===== config.mk =====
export PLATFORM = sky130hd
export DESIGN_NAME = cache_write_buffer
export DESIGN_NICKNAME = d
export VERILOG_FILES = /design/src/rtl/cache_wb_pkg.sv /design/src/rtl/wb_addr_match.sv /design/src/rtl/cache_write_buffer.sv
export SDC_FILE = /design/constraint.sdc
export NUM_CORES = 1
export LEC_CHECK = 0
export CORE_ASPECT_RATIO = 2
export CORE_MARGIN = 10
export CORE_UTILIZATION = 60
export DETAILED_ROUTE_END_ITERATION = 10
export DONT_BUFFER_PORTS = 1
export PLACE_DENSITY_LB_ADDON = 0.3
export RECOVER_POWER = 25
export SETUP_SLACK_MARGIN = 0.05
export SLEW_MARGIN = 20
export SYNTH_ARGS = -nofsm -noshare
export SYNTH_HDL_FRONTEND = slang
export SYNTH_SLANG_ARGS = --single-unit

===== constraint.sdc =====
create_clock -name clk -period 4.5 [get_ports clk]
set_input_delay 0.9 -clock clk [delete_from_list [all_inputs] [get_ports clk]]
set_output_delay 0.9 -clock clk [all_outputs]
set_load 0.05 [all_outputs]

===== src/rtl/cache_wb_pkg.sv =====
// Shared types for the posted cache write buffer.
//   wb_state_t : drain FSM states (IDLE, REQ)
//   wb_entry_t : one buffered write {valid, addr, data} at the default widths
//   PTR_W      : head/tail pointer width for the default depth
package cache_wb_pkg;

  localparam int WB_ADDR_W = 32;
  localparam int WB_DATA_W = 8;
  localparam int WB_DEPTH  = 4;
  localparam int PTR_W     = $clog2(WB_DEPTH);

  typedef enum logic {
    IDLE = 1'b0,
    REQ  = 1'b1
  } wb_state_t;

  typedef struct packed {
    logic                 valid;
    logic [WB_ADDR_W-1:0] addr;
    logic [WB_DATA_W-1:0] data;
  } wb_entry_t;

endpackage


===== src/rtl/wb_addr_match.sv =====
// DEPTH-way address comparator for the write buffer.
//   i_valid  : per-entry qualifier (entries excluded from the search are 0)
//   i_addr   : per-entry stored addresses
//   i_key    : address being searched for
//   i_head   : oldest entry; age increases away from it toward the tail
//   o_match  : one-hot-or-more vector of qualified matches
//   o_idx    : index of the youngest match (0 when there is none)
module wb_addr_match #(
  parameter int ADDR_W = 32,
  parameter int DEPTH  = 4,
  localparam int PW    = $clog2(DEPTH)
) (
  input  logic [DEPTH-1:0]             i_valid,
  input  logic [DEPTH-1:0][ADDR_W-1:0] i_addr,
  input  logic [ADDR_W-1:0]            i_key,
  input  logic [PW-1:0]                i_head,
  output logic [DEPTH-1:0]             o_match,
  output logic [PW-1:0]                o_idx
);

  logic [PW-1:0] w_pos;

  for (genvar gi = 0; gi < DEPTH; gi++) begin : g_cmp
    assign o_match[gi] = i_valid[gi] && (i_addr[gi] == i_key);
  end

  // Walk from the head outward; the last hit seen is the one nearest the tail.
  always_comb begin
    o_idx = '0;
    w_pos = '0;
    for (int k = 0; k < DEPTH; k++) begin
      w_pos = i_head + PW'(k);
      if (o_match[w_pos]) o_idx = w_pos;
    end
  end

endmodule


===== src/rtl/cache_write_buffer.sv =====
// Posted write buffer between the cache controller and main memory.
// Writes are queued in a circular FIFO and drained over a req/ack handshake;
// repeated writes to a queued (not in-flight) address are merged, and reads
// are forwarded from the youngest buffered copy.
//   clk, rst_n              : clock, asynchronous active-low reset
//   i_wr_valid/addr/data    : write from the controller
//   o_full, o_empty         : occupancy flags (registered)
//   o_mem_req/addr/data     : write request to memory, i_mem_ack accepts it
//   i_lk_addr               : read lookup address
//   o_lk_hit, o_lk_data     : forwarding result (combinational)
module cache_write_buffer
  import cache_wb_pkg::*;
#(
  parameter int ADDR_W = WB_ADDR_W,
  parameter int DATA_W = WB_DATA_W,
  parameter int DEPTH  = WB_DEPTH
) (
  input  logic              clk,
  input  logic              rst_n,
  input  logic              i_wr_valid,
  input  logic [ADDR_W-1:0] i_wr_addr,
  input  logic [DATA_W-1:0] i_wr_data,
  output logic              o_full,
  output logic              o_empty,
  output logic              o_mem_req,
  output logic [ADDR_W-1:0] o_mem_addr,
  output logic [DATA_W-1:0] o_mem_data,
  input  logic              i_mem_ack,
  input  logic [ADDR_W-1:0] i_lk_addr,
  output logic              o_lk_hit,
  output logic [DATA_W-1:0] o_lk_data
);

  localparam int PW = $clog2(DEPTH);
  localparam int CW = PW + 1;

  wb_state_t                   r_state, w_state_next;
  logic [PW-1:0]               r_head, r_tail;
  logic [CW-1:0]               r_count, w_count_next;
  logic [DEPTH-1:0]            r_valid;
  logic [DEPTH-1:0][ADDR_W-1:0] r_addr;
  logic [DEPTH-1:0][DATA_W-1:0] r_data;

  logic             w_full, w_empty, w_inflight;
  logic [DEPTH-1:0] w_head_onehot, w_wr_mask;
  logic [DEPTH-1:0] w_lk_match, w_co_match;
  logic [PW-1:0]    w_lk_idx, w_co_idx;
  logic             w_co_hit, w_coalesce, w_push, w_pop;

  assign w_full     = (r_count == CW'(DEPTH));
  assign w_empty    = (r_count == '0);
  assign w_inflight = (r_state == REQ);
  assign o_full     = w_full;
  assign o_empty    = w_empty;

  // The head being presented to memory must not change under the handshake,
  // so it is hidden from the merge search while a request is outstanding.
  assign w_head_onehot = {{(DEPTH-1){1'b0}}, 1'b1} << r_head;
  assign w_wr_mask     = r_valid & ~(w_inflight ? w_head_onehot : '0);

  wb_addr_match #(.ADDR_W(ADDR_W), .DEPTH(DEPTH)) u_lk_match (
    .i_valid (r_valid),
    .i_addr  (r_addr),
    .i_key   (i_lk_addr),
    .i_head  (r_head),
    .o_match (w_lk_match),
    .o_idx   (w_lk_idx)
  );

  wb_addr_match #(.ADDR_W(ADDR_W), .DEPTH(DEPTH)) u_wr_match (
    .i_valid (w_wr_mask),
    .i_addr  (r_addr),
    .i_key   (i_wr_addr),
    .i_head  (r_head),
    .o_match (w_co_match),
    .o_idx   (w_co_idx)
  );

  assign o_lk_hit  = |w_lk_match;
  assign o_lk_data = o_lk_hit ? r_data[w_lk_idx] : '0;

  // A merge needs no free slot, so it is taken even when full.
  assign w_co_hit   = |w_co_match;
  assign w_coalesce = i_wr_valid && w_co_hit;
  assign w_push     = i_wr_valid && !w_co_hit && !w_full;
  assign w_pop      = w_inflight && i_mem_ack;

  always_comb begin
    w_count_next = r_count;
    if (w_push && !w_pop)      w_count_next = r_count + CW'(1);
    else if (!w_push && w_pop) w_count_next = r_count - CW'(1);
  end

  always_ff @(posedge clk or negedge rst_n) begin
    if (!rst_n) begin
      r_head  <= '0;
      r_tail  <= '0;
      r_count <= '0;
      r_valid <= '0;
      r_addr  <= '0;
      r_data  <= '0;
    end else begin
      r_count <= w_count_next;
      if (w_pop) begin
        r_valid[r_head] <= 1'b0;
        r_head          <= r_head + PW'(1);
      end
      if (w_push) begin
        r_valid[r_tail] <= 1'b1;
        r_addr[r_tail]  <= i_wr_addr;
        r_data[r_tail]  <= i_wr_data;
        r_tail          <= r_tail + PW'(1);
      end
      if (w_coalesce) r_data[w_co_idx] <= i_wr_data;
    end
  end

  always_ff @(posedge clk or negedge rst_n) begin
    if (!rst_n) r_state <= IDLE;
    else        r_state <= w_state_next;
  end

  always_comb begin
    w_state_next = r_state;
    o_mem_req    = 1'b0;
    o_mem_addr   = '0;
    o_mem_data   = '0;
    case (r_state)
      IDLE: if (!w_empty) w_state_next = REQ;
      REQ: begin
        o_mem_req  = 1'b1;
        o_mem_addr = r_addr[r_head];
        o_mem_data = r_data[r_head];
        // Stay in REQ while anything remains so the next entry goes out back-to-back.
        if (i_mem_ack && (w_count_next == '0)) w_state_next = IDLE;
      end
      default: w_state_next = IDLE;
    endcase
  end

endmodule


==> out/metrics.yaml, run 1 <==
critical_path:
  r2r_start: "r_addr[27]"
  crit_required_ns: 3.60
  criticalPathCategory: "reg2out"
  slowest_delay_ns: 0.59
  reg2reg_slack_ns: 0.61
  worst-path-max-fanout: 8
  crit_path_start: "r_addr[38]"
  critPathArrivalTime_ns: 3.53
  crit_path_start_kind: "flip-flop"
  cp_cell_sequence: "xor2_1 > nor4_2 > nand4_1 > or4_1 > nand2b_4 > a32oi_4 > o211ai_4 > clkbuf_16 > mux2i_1 > o22ai_1 > buf_4"
  critPathCaptureType: "primary output"
  cp_slowest_cell: "or4_1"
  reg2reg_depth: 9
cells_and_area:
  seq_area_um2: 4317
  multi_input_area_um2: 7537
  fillers: 1568
  final_common_cell: "dfrtp_1"
  drive_gt1_share_pct: 31.62
  fin_cells: 1312
  diodes: 0
  layout_common_cells: "164 x dfrtp_1, 138 x xnor2_1, 129 x mux2_2"
  layout.nets: 1125
  syn2layout_area_growth_pct: 9.293
detailed_routing:
  routed_via_density: 6.714
  num_vias: 8809
  ant_nets: 0
  wl_per_cell_um: 34.20
  wl_um: 44870
  dr.pass1.iters: 5
  drtIter0Drc: 589
  drc: 0
hold_path:
  min_path_type: "in2async"
timing:
  hold_viol: 0
  hold_ws_ns: 0.1269
  slew_headroom_pct: 31.62
  setup_violations: 0
  setup_ws_ns: 0.06819
  clock.fmax_mhz: 225.6
  worstMarginPinSlew_ns: 1.024
  worst_clock_skew_ns: 0.01283
  final-max-slew-violation-count: 0
  period_minus_slack_ns: 4.432
  period_share_pct: 98.48
place:
  dp.cells: 1277
  routabilityCongestion: 1.069
  portBuffers: 0
  pre_cts_ws_ns: 0.01337
  hpwlAfterDp_um: 35770
yosys:
  ys_seq_area_share_pct: 35.48
  synth-async-reset-ratio_pct: 100.0
  ys_ff_latch: 172
  syn_area_um2: 12130
  syn-num-nets: 1130
  synth_area_leaders: "dfrtp_1 35%, mux2_2 12%, xnor2_1 10%"
  syn-instance-count: 1043
  synth_top_cell_by_area: "dfrtp_1"
  ys.flop_type: "dfrtp_1"
  synth-edff-count: 0
  synth_top_cell_area_share_pct: 35.48
  yosys_warnings: 0
  syn_avg_cell_area_um2: 11.63
  synth_cell_types: 67
clock_tree:
  clock_latency_ns: 0.46
  cts_made_buffers: 17
  ctsHtreeMaxLevel: 4
  root_buffer: "clkbuf_16"
  cts.sinks: 172
  cts_tree: "yes"
  clock_path_buffers: 2
  clk_pin_slew_ns: 0.07
grt:
  grt_pass1_wl_um: 64430
  grt_start_max_net_pins: 173
  antenna_found_initial: 0
  track_usage_pct: 33.49
  grt_pass1_vias: 9530
  grt_overflow: 0
pwr:
  pwr_density_cell_nw_per_um2: 927.3
  ir_drop_v: 0.0006914
  static-leakage-power_nw: 5.134
floorplanning:
  die_w_um: 120.5
  die_h_um: 221.1
  initial_core_util_pct: 60.92
  coreArea_um2: 19910
  dieArea_um2: 26650
  pin_count: 128
  rows: 73
run_status:
  outcome: "finished, final reports clean"
job:
  cap_viol_max_count: 0
==> power breakdown <==
part	switching [mW]	total (mW)	internal (mW)
Sequential	1.29	3.65	2.36
Combinational	4.44	7.20	2.77
Clock	0.651	1.45	0.794
==> per-layer routing <==
layer  vias up  GRT usage (%)  share of wire [%]
li1       3747              -                  -
met1      4485          29.25                 30
met3       189          9.360                6.0
met5         -              0                  0
met2       388          61.22                 55
met4         0          26.09                9.0
==> per-stage QoR <==
step / TNS [ns] / cell area (um^2) / power [mW] / utilization, %
global placement: -0.01502 / 12450 / 10.48 / 62.54
finish: 0 / 13260 / 12.29 / 66.58
detailed placement: 0 / 12450 / 10.58 / 62.54
floorplan: -1.384 / 12140 / 8.574 / -
global route: -0.04451 / 13260 / 12.68 / 66.58
CTS: 0 / 13040 / 12.07 / 65.47
==> critical path: cells and delay by family, from the launching register on <==
kind            cells  cell delay, ns
compound gates      3            0.55
xor+xnor            1            0.25
mux                 1            0.12
flops               1            0.46
buf+inv             2            0.42
simple gates        4            1.26
==> final cells by class <==
class                           instances  area share (%)
Clock buffer                           20           3.445
Clock inverter                         11          0.8116
Tap cell                              262           2.473
Multi-Input combinational cell        789           56.85
Sequential cell                       172           32.56
Inverter                               11          0.3114
Timing Repair Buffer                   47           3.549
==> synth_stat cells, types with 3 or more instances <==
master,number
buf_2,20
xor2_1,119
mux2_4,24
mux4_2,40
mux2_2,130
inv_1,9
nor2_1,6
xnor2_1,142
buf_1,4
mux2i_1,24
nor3_1,15
dfrtp_1,172
o21ai_0,6
and2_1,42
nand2_1,34
nor4_1,48
nor4b_1,3
mux2_1,8
o22ai_1,8
clkbuf_1,23
nand4b_1,3
ha_1,11
nand4_1,46
nand3_1,26
buf_4,13
buf_6,8
a21oi_1,7
==> state kept, by name, summed over array words and instances, names as in the netlist <==
register  count
r_addr      128
r_data       32
r_valid       4
r_count       3
r_head        2
r_tail        2
r_state       1
==> cell families (layout without fill, tap and decap cells) <==
group                      after synthesis  in the layout  share of synthesized area (%)
xor gates and xnor gates               261            261                          18.84
AOI/OAI and AO/OA                       45             45                          3.136
muxes                                  227            227                          25.30
adders and majority gates               13             13                          1.310
buffers and inverters                   82             89                          3.981
DFF                                    172            172                          35.48
and+or+nand+nor                        243            243                          11.94
==> path summary, 6_finish.rpt <==
kind                                 to
setup reg to reg             r_data[21]
hold reg to reg              r_data[15]
max in group asynchronous     r_head[0]
min in group clk             r_data[15]
hold / removal               r_data[21]
setup / recovery           o_lk_data[4]
==> repair_timing <==
action | CTS | global route
gates resized for setup | 3 | 32
cloned | 0 | 1
endpoints found under the setup margin | 8 | 8
pin swaps | 1 | 9
hold buffers | 0 | 0
endpoints found under the hold margin | 0 | 0
buffers inserted | 0 | 3
No activity file was read; power rests on OpenSTA's default activity.
==> run 2, diff against run 1 <==
--- a/config.mk
+++ b/config.mk
@@ -7,7 +7,8 @@
 export LEC_CHECK = 0
 export CORE_ASPECT_RATIO = 2
 export CORE_MARGIN = 10
-export CORE_UTILIZATION = 60
+export CORE_UTILIZATION = 35
+export CTS_CLUSTER_DIAMETER = 200
 export DETAILED_ROUTE_END_ITERATION = 10
 export DONT_BUFFER_PORTS = 1
 export PLACE_DENSITY_LB_ADDON = 0.3
==> run 2 against run 1 <==
Final area is 3.5% higher. Critical endpoint unchanged. Sequential power is 2% lower. Critical path depth is 3 higher. Die area is 61% higher.
==> out/metrics.yaml, run 2 (synthesized netlist as in run 1, its figures left out) <==
timing:
  period_share_pct: 97.99  # was 98.48%
  slew_headroom_pct: 32.03  # was 31.62%
  worst_clock_skew_ns: 0.01575  # was 0.01283 ns
  clock.fmax_mhz: 226.8  # was 225.6 MHz
  grt_setup_unrepaired: "true"
  final-max-slew-violation-count: 0  # unchanged
  worstMarginPinSlew_ns: 1.017  # was 1.024 ns
  fin_tns_setup_ns: 0  # unchanged
  hold_viol: 0  # unchanged
  setup_violations: 0  # unchanged
  period_minus_slack_ns: 4.409  # was 4.432 ns
place:
  hpwlAfterDp_um: 39610  # was 35770 um
  dpl-instance-area_um2: 12760  # was 12450 um^2
  portBuffers: 0  # unchanged
  routabilityCongestion: 1.057  # was 1.069
clock_tree:
  clock_path_buffers: 2  # unchanged
  cts.sinks: 172  # unchanged
  clock_latency_ns: 0.47  # was 0.46 ns
  cts_made_buffers: 17  # unchanged
  ctsHtreeMaxLevel: 4  # unchanged
  clk_pin_slew_ns: 0.07  # about the same
  cts_hold_buf: 0  # unchanged
  root_buffer: "clkbuf_16"  # unchanged
  cts_tree: "yes"  # unchanged
floorplanning:
  dieArea_um2: 42960  # was 26650 um^2
  die_h_um: 283.3  # was 221.1 um
  coreArea_um2: 34230  # was 19910 um^2
  initial_core_util_pct: 35.43  # was 60.92%
  die_w_um: 151.6  # was 120.5 um
  rows: 96  # was 73
  pin_count: 128  # unchanged
pwr:
  p_switching_mw: 6.544  # was 6.378 mW
  internal_power_mw: 6.009  # was 5.917 mW
  ir_drop_v: 0.0004556  # was 0.0006914 V
  power.share.clock_pct: 12.0  # was 11.8%
  pwr_density_cell_nw_per_um2: 914.9  # was 927.3 nW/um^2
  pwr-share-comb_pct: 59.5  # was 58.6%
  switching_share_pct: 52.13  # was 51.87%
  seqPwrFrac_pct: 28.5  # was 29.7%
  static-leakage-power_nw: 5.253  # was 5.134 nW
cells_and_area:
  layout.nets: 1140  # was 1125
  top_register: "r_addr"  # unchanged
  largest_register_ffs: 128  # unchanged
  syn2layout_area_growth_pct: 13.11  # was 9.293%
  layout_common_cells: "163 x dfrtp_1, 138 x xnor2_1, 129 x mux2_2"  # was 164 x dfrtp_1, 138 x xnor2_1, 129 x mux2_2
  diodes: 0  # unchanged
  drive_gt1_share_pct: 33.96  # was 31.62%
  top_regs: "r_addr (128), r_data (32), r_valid (4)"  # unchanged
  fillers: 3349  # was 1568
  final_area_um2: 13720  # was 13260 um^2
  final_common_cell: "dfrtp_1"  # unchanged
detailed_routing:
  ant_nets: 0  # unchanged
  routed_via_density: 5.665  # was 6.714
  wl_um: 48990  # was 44870 um
  wl_per_cell_um: 32.51  # was 34.20 um
  drc: 0  # unchanged
  drtIter0Drc: 431  # was 589
  dr.pass1.iters: 5  # unchanged
  num_vias: 8537  # was 8809
critical_path:
  crit_path_start_kind: "flip-flop"  # unchanged
  critPathArrivalTime_ns: 3.51  # was 3.53 ns
  worst-path-max-fanout: 8  # unchanged
  criticalPathCategory: "reg2out"  # unchanged
  crit_required_ns: 3.60  # about the same
  critPathCaptureType: "primary output"  # unchanged
grt:
  track_usage_pct: 23.00  # was 33.49%
  grt_start_max_net_pins: 173  # unchanged
  grt_pass1_wl_um: 69370  # was 64430 um
  grt_pass1_vias: 9231  # was 9530
  antenna_found_initial: 0  # unchanged
  grt_overflow: 0  # unchanged
job:
  cap_viol_max_count: 0  # unchanged
run_status:
  outcome: "finished, final reports clean"  # unchanged
hold_path:
  min_path_type: "in2async"  # unchanged
==> run 2: cell types whose count changed in the layout (fill, tap and decap cells not counted), sizes merged <==
cell	change
inv	-2
clkinvlp	+1
buf	+15
clkinv	+2
==> run 2: cell type report <==
class | count | area [um^2] | area share [%]
Multi-Input combinational cell | 789 | 7621 | 55.54
Sequential cell | 172 | 4318 | 31.47
Timing Repair Buffer | 62 | 599.3 | 4.368
Tap cell | 441 | 551.8 | 4.022
Clock buffer | 20 | 456.7 | 3.328
Clock inverter | 12 | 132.6 | 0.9666
Inverter | 11 | 41.29 | 0.3009
==> run 2: power by group through the flow <==
stage          clock (mW)  sequential (mW)  combinational, mW
4_1_cts              1.54             3.54               7.41
6_report             1.50             3.58               7.47
5_1_grt              1.61             3.67               7.75
3_5_place_dp            0             3.56               7.29
3_3_place_gp            0             3.54               7.28
2_1_floorplan           0             3.11               5.47
==> run 2: layer usage <==
layer	wire, um	global-route usage (%)
met1	15160	20.65
met2	27250	42.15
met5	0	0
met3	2515	5.540
met4	4056	17.42
==> run 2: worst paths after layout <==
check	endpoint	start	cells past startpoint	slack (ns)
max in group asynchronous	r_addr[47]	rst_n	0	3.96
setup / recovery	o_lk_data[4]	r_addr[68]	14	0.09
setup reg to reg	r_data[16]	r_addr[7]	10	0.70
hold / removal	r_addr[68]	rst_n	0	0.13
min in group clk	r_count[2]	r_count[2]	1	0.51
hold reg to reg	r_count[2]	r_count[2]	1	0.51
==> run 2: timing repair <==
item                                    CTS  global route
endpoints found under the setup margin    8             8
buffers inserted                          4             5
hold endpoints to repair                  0             0
pin swaps                                12            13
cloned                                    1             0
gates resized for setup                  28            25
==> run 2: through the flow <==
step                      util [%]  power, mW  cells  setup WS (ns)  hold slack, ns
final                        40.08      12.55   1507        0.09060          0.1264
after global routing         40.08      13.03   1507       -0.02098          0.1040
after CTS                    39.61      12.49   1502        0.03972          0.1172
after detailed placement     37.27      10.85   1465       -0.08682          0.5013
after global placement       37.27      10.82   1465       0.002141          0.4980
after floorplan                  -      8.574   1043        -0.1977          0.4725
==> run 2: worst max-delay path, stage by stage (launching register included) <==
cell	delay, ns
dfrtp_2	0.49
xor2_4	0.20
nor4_2	0.24
buf_4	0.17
nand3_2	0.08
buf_6	0.13
nor4_4	0.36
buf_4	0.18
buf_4	0.09
mux2i_1	0.07
a221oi_1	0.28
a21o_1	0.20
nand2_4	0.11
o22ai_1	0.19
buf_4	0.22
==> run 3, diff against run 2 <==
--- a/config.mk
+++ b/config.mk
@@ -6,7 +6,6 @@
 export NUM_CORES = 1
 export LEC_CHECK = 0
 export CORE_ASPECT_RATIO = 2
-export CORE_MARGIN = 10
 export CORE_UTILIZATION = 35
 export CTS_CLUSTER_DIAMETER = 200
 export DETAILED_ROUTE_END_ITERATION = 10
==> run 3 against run 2 <==
Power grew 0.18%. Highest routed layer unchanged. Worst setup slack better by 0.0076 ns. Clock power up 6%. Non-clock buffer count up 4. First-iteration DRC count is 13% higher. Largest power group unchanged. Sequential power barely moved.
==> out/metrics.yaml, run 3 (synthesized netlist as in run 1, its figures left out) <==
place:
  pre_cts_ws_ns: 0.07161  # was -0.08682 ns
  dp.cells: 1465  # unchanged
  routabilityCongestion: 1.038  # was 1.057
  portBuffers: 0  # unchanged
  dpl-instance-area_um2: 12800  # was 12760 um^2
  hpwlAfterDp_um: 36770  # was 39610 um
clock_tree:
  clock_path_buffers: 2  # unchanged
  clock_latency_ns: 0.47  # about the same
  cts_made_buffers: 17  # unchanged
  cts_tree: "yes"  # unchanged
  clk_pin_slew_ns: 0.08  # was 0.07 ns
  ctsHtreeMaxLevel: 4  # unchanged
  root_buffer: "clkbuf_16"  # unchanged
  cts_hold_buf: 0  # unchanged
  cts.sinks: 172  # unchanged
floorplanning:
  die_w_um: 133.6  # was 151.6 um
  pin_count: 128  # unchanged
  dieArea_um2: 35450  # was 42960 um^2
  coreArea_um2: 34230  # unchanged
  die_h_um: 265.3  # was 283.3 um
  rows: 96  # unchanged
  initial_core_util_pct: 35.43  # unchanged
grt:
  grt_overflow: 0  # unchanged
  track_usage_pct: 26.69  # was 23.00%
  grt_pass1_wl_um: 65950  # was 69370 um
  antenna_found_initial: 0  # unchanged
  grt_start_max_net_pins: 173  # unchanged
  grt_pass1_vias: 9147  # was 9231
run_status:
  outcome: "finished, final reports clean"  # unchanged
timing:
  hold_ws_ns: 0.1405  # was 0.1264 ns
  period_minus_slack_ns: 4.402  # was 4.409 ns
  grt_setup_unrepaired: "true"  # unchanged
  hold_viol: 0  # unchanged
  worstMarginPinSlew_ns: 0.9933  # was 1.017 ns
  slew_headroom_pct: 33.64  # was 32.03%
  clock.fmax_mhz: 227.2  # was 226.8 MHz
  final-max-slew-violation-count: 0  # unchanged
  fin_tns_setup_ns: 0  # unchanged
  worst_clock_skew_ns: 0.01632  # was 0.01575 ns
  setup_violations: 0  # unchanged
  setup_ws_ns: 0.09818  # was 0.09060 ns
  period_share_pct: 97.82  # was 97.99%
cells_and_area:
  drive_gt1_share_pct: 33.55  # was 33.96%
  top_register: "r_addr"  # unchanged
  syn2layout_area_growth_pct: 13.90  # was 13.11%
  fillers: 3295  # was 3349
  layout_common_cells: "161 x dfrtp_1, 140 x xnor2_1, 129 x mux2_2"  # was 163 x dfrtp_1, 138 x xnor2_1, 129 x mux2_2
  fin_cells: 1512  # was 1507
  top_regs: "r_addr (128), r_data (32), r_valid (4)"  # unchanged
  final_area_um2: 13820  # was 13720 um^2
  layout.nets: 1144  # was 1140
  final_core_util_pct: 40.36  # was 40.08%
  largest_register_ffs: 128  # unchanged
  final_common_cell: "dfrtp_1"  # unchanged
hold_path:
  min_path_type: "in2async"  # unchanged
detailed_routing:
  num_vias: 8619  # was 8537
  ant_nets: 0  # unchanged
  drtIter0Drc: 485  # was 431
  wl_um: 46250  # was 48990 um
  routed_via_density: 5.700  # was 5.665
  wl_per_cell_um: 30.59  # was 32.51 um
  dr.pass1.iters: 7  # was 5
  drc: 0  # unchanged
critical_path:
  criticalPathCategory: "reg2out"  # unchanged
  critPathCaptureType: "primary output"  # unchanged
  crit_path_start_kind: "flip-flop"  # unchanged
  crit_required_ns: 3.60  # about the same
  critPathArrivalTime_ns: 3.50  # was 3.51 ns
  worst-path-max-fanout: 8  # unchanged
  reg2reg_slack_ns: 0.58  # was 0.70 ns
pwr:
  ir_drop_v: 0.0004017  # was 0.0004556 V
  p_total_mw: 12.58  # was 12.55 mW
  static-leakage-power_nw: 5.282  # was 5.253 nW
  pwr_density_cell_nw_per_um2: 910.2  # was 914.9 nW/um^2
job:
  cap_viol_max_count: 0  # unchanged
## run 3: cell count changes in the layout (fill, tap and decap cells not counted), moves of 2 or more
| cell | previous run | this run |
|---|---|---|
| dfrtp_1 | 163 | 161 |
| inv_6 | 2 | 0 |
| mux2i_1 | 18 | 23 |
| mux2i_2 | 7 | 2 |
| clkbuf_8 | 2 | 0 |
| inv_8 | 1 | 6 |
| xnor2_1 | 138 | 140 |
| xor2_2 | 5 | 2 |
| buf_12 | 9 | 12 |
| xnor2_2 | 4 | 2 |
| xor2_4 | 1 | 4 |
| dfrtp_2 | 8 | 10 |
## run 3: metal layers
metal / wire length, um / part of all wire (%) / GRT usage (%) / up-vias
li1: - / - / - / 3771
met1: 14370 / 31 / 23.59 / 4439
met2: 25020 / 54 / 49.32 / 277
met3: 2157 / 4.7 / 5.718 / 132
met4: 4706 / 10 / 24.66 / 0
met5: 0 / 0 / 0 / -
## run 3: power breakdown
| group | switching [mW] | total, mW | internal [mW] | leakage [nW] |
|---|---|---|---|---|
| Combinational | 4.50 | 7.39 | 2.89 | 2.96 |
| Clock | 0.739 | 1.59 | 0.851 | 0.301 |
| Sequential | 1.24 | 3.60 | 2.36 | 2.03 |
| Total | 6.48 | 12.6 | 6.10 | 5.28 |
## run 3: area by class of cell
class | count | area (um^2) | area share [%]
clock inverter | 15 | 201.4 | 1.458
inverter | 11 | 42.54 | 0.3079
tap | 441 | 551.8 | 3.993
clock buffer | 17 | 425.4 | 3.079
antenna | 1 | 2.502 | 0.01811
multi-input combinational | 789 | 7602 | 55.02
timing repair buffer | 66 | 670.6 | 4.854
sequential | 172 | 4320 | 31.27
## run 3: timing repair
action                     in CTS  in global routing
pin swaps                       1                 22
cloned                          0                  1
buffers inserted                2                 11
setup endpoints to repair       8                  8
resized for setup               7                 38
## run 3: final timing paths
path / cells after the start / end / startpoint
worst max-delay path: 11 / o_lk_data[0] / r_addr[38]
worst min-delay path: 0 / r_addr[118] / rst_n
worst max register to register: 9 / r_data[22] / r_addr[7]
worst min register to register: 1 / r_count[2] / r_count[2]
max in group asynchronous: 0 / r_head[0] / rst_n
min in group clk: 1 / r_count[2] / r_count[2]
## run 3: worst max-delay path: stages (launching register included)
cell      delay, ns
dfrtp_1        0.45
xor2_1         0.24
nor4_1         0.34
nand4_1        0.15
or4_4          0.56
nand2b_4       0.16
a32oi_4        0.25
o211ai_4       0.16
buf_12         0.19
mux2i_2        0.15
o22ai_2        0.21
buf_12         0.17
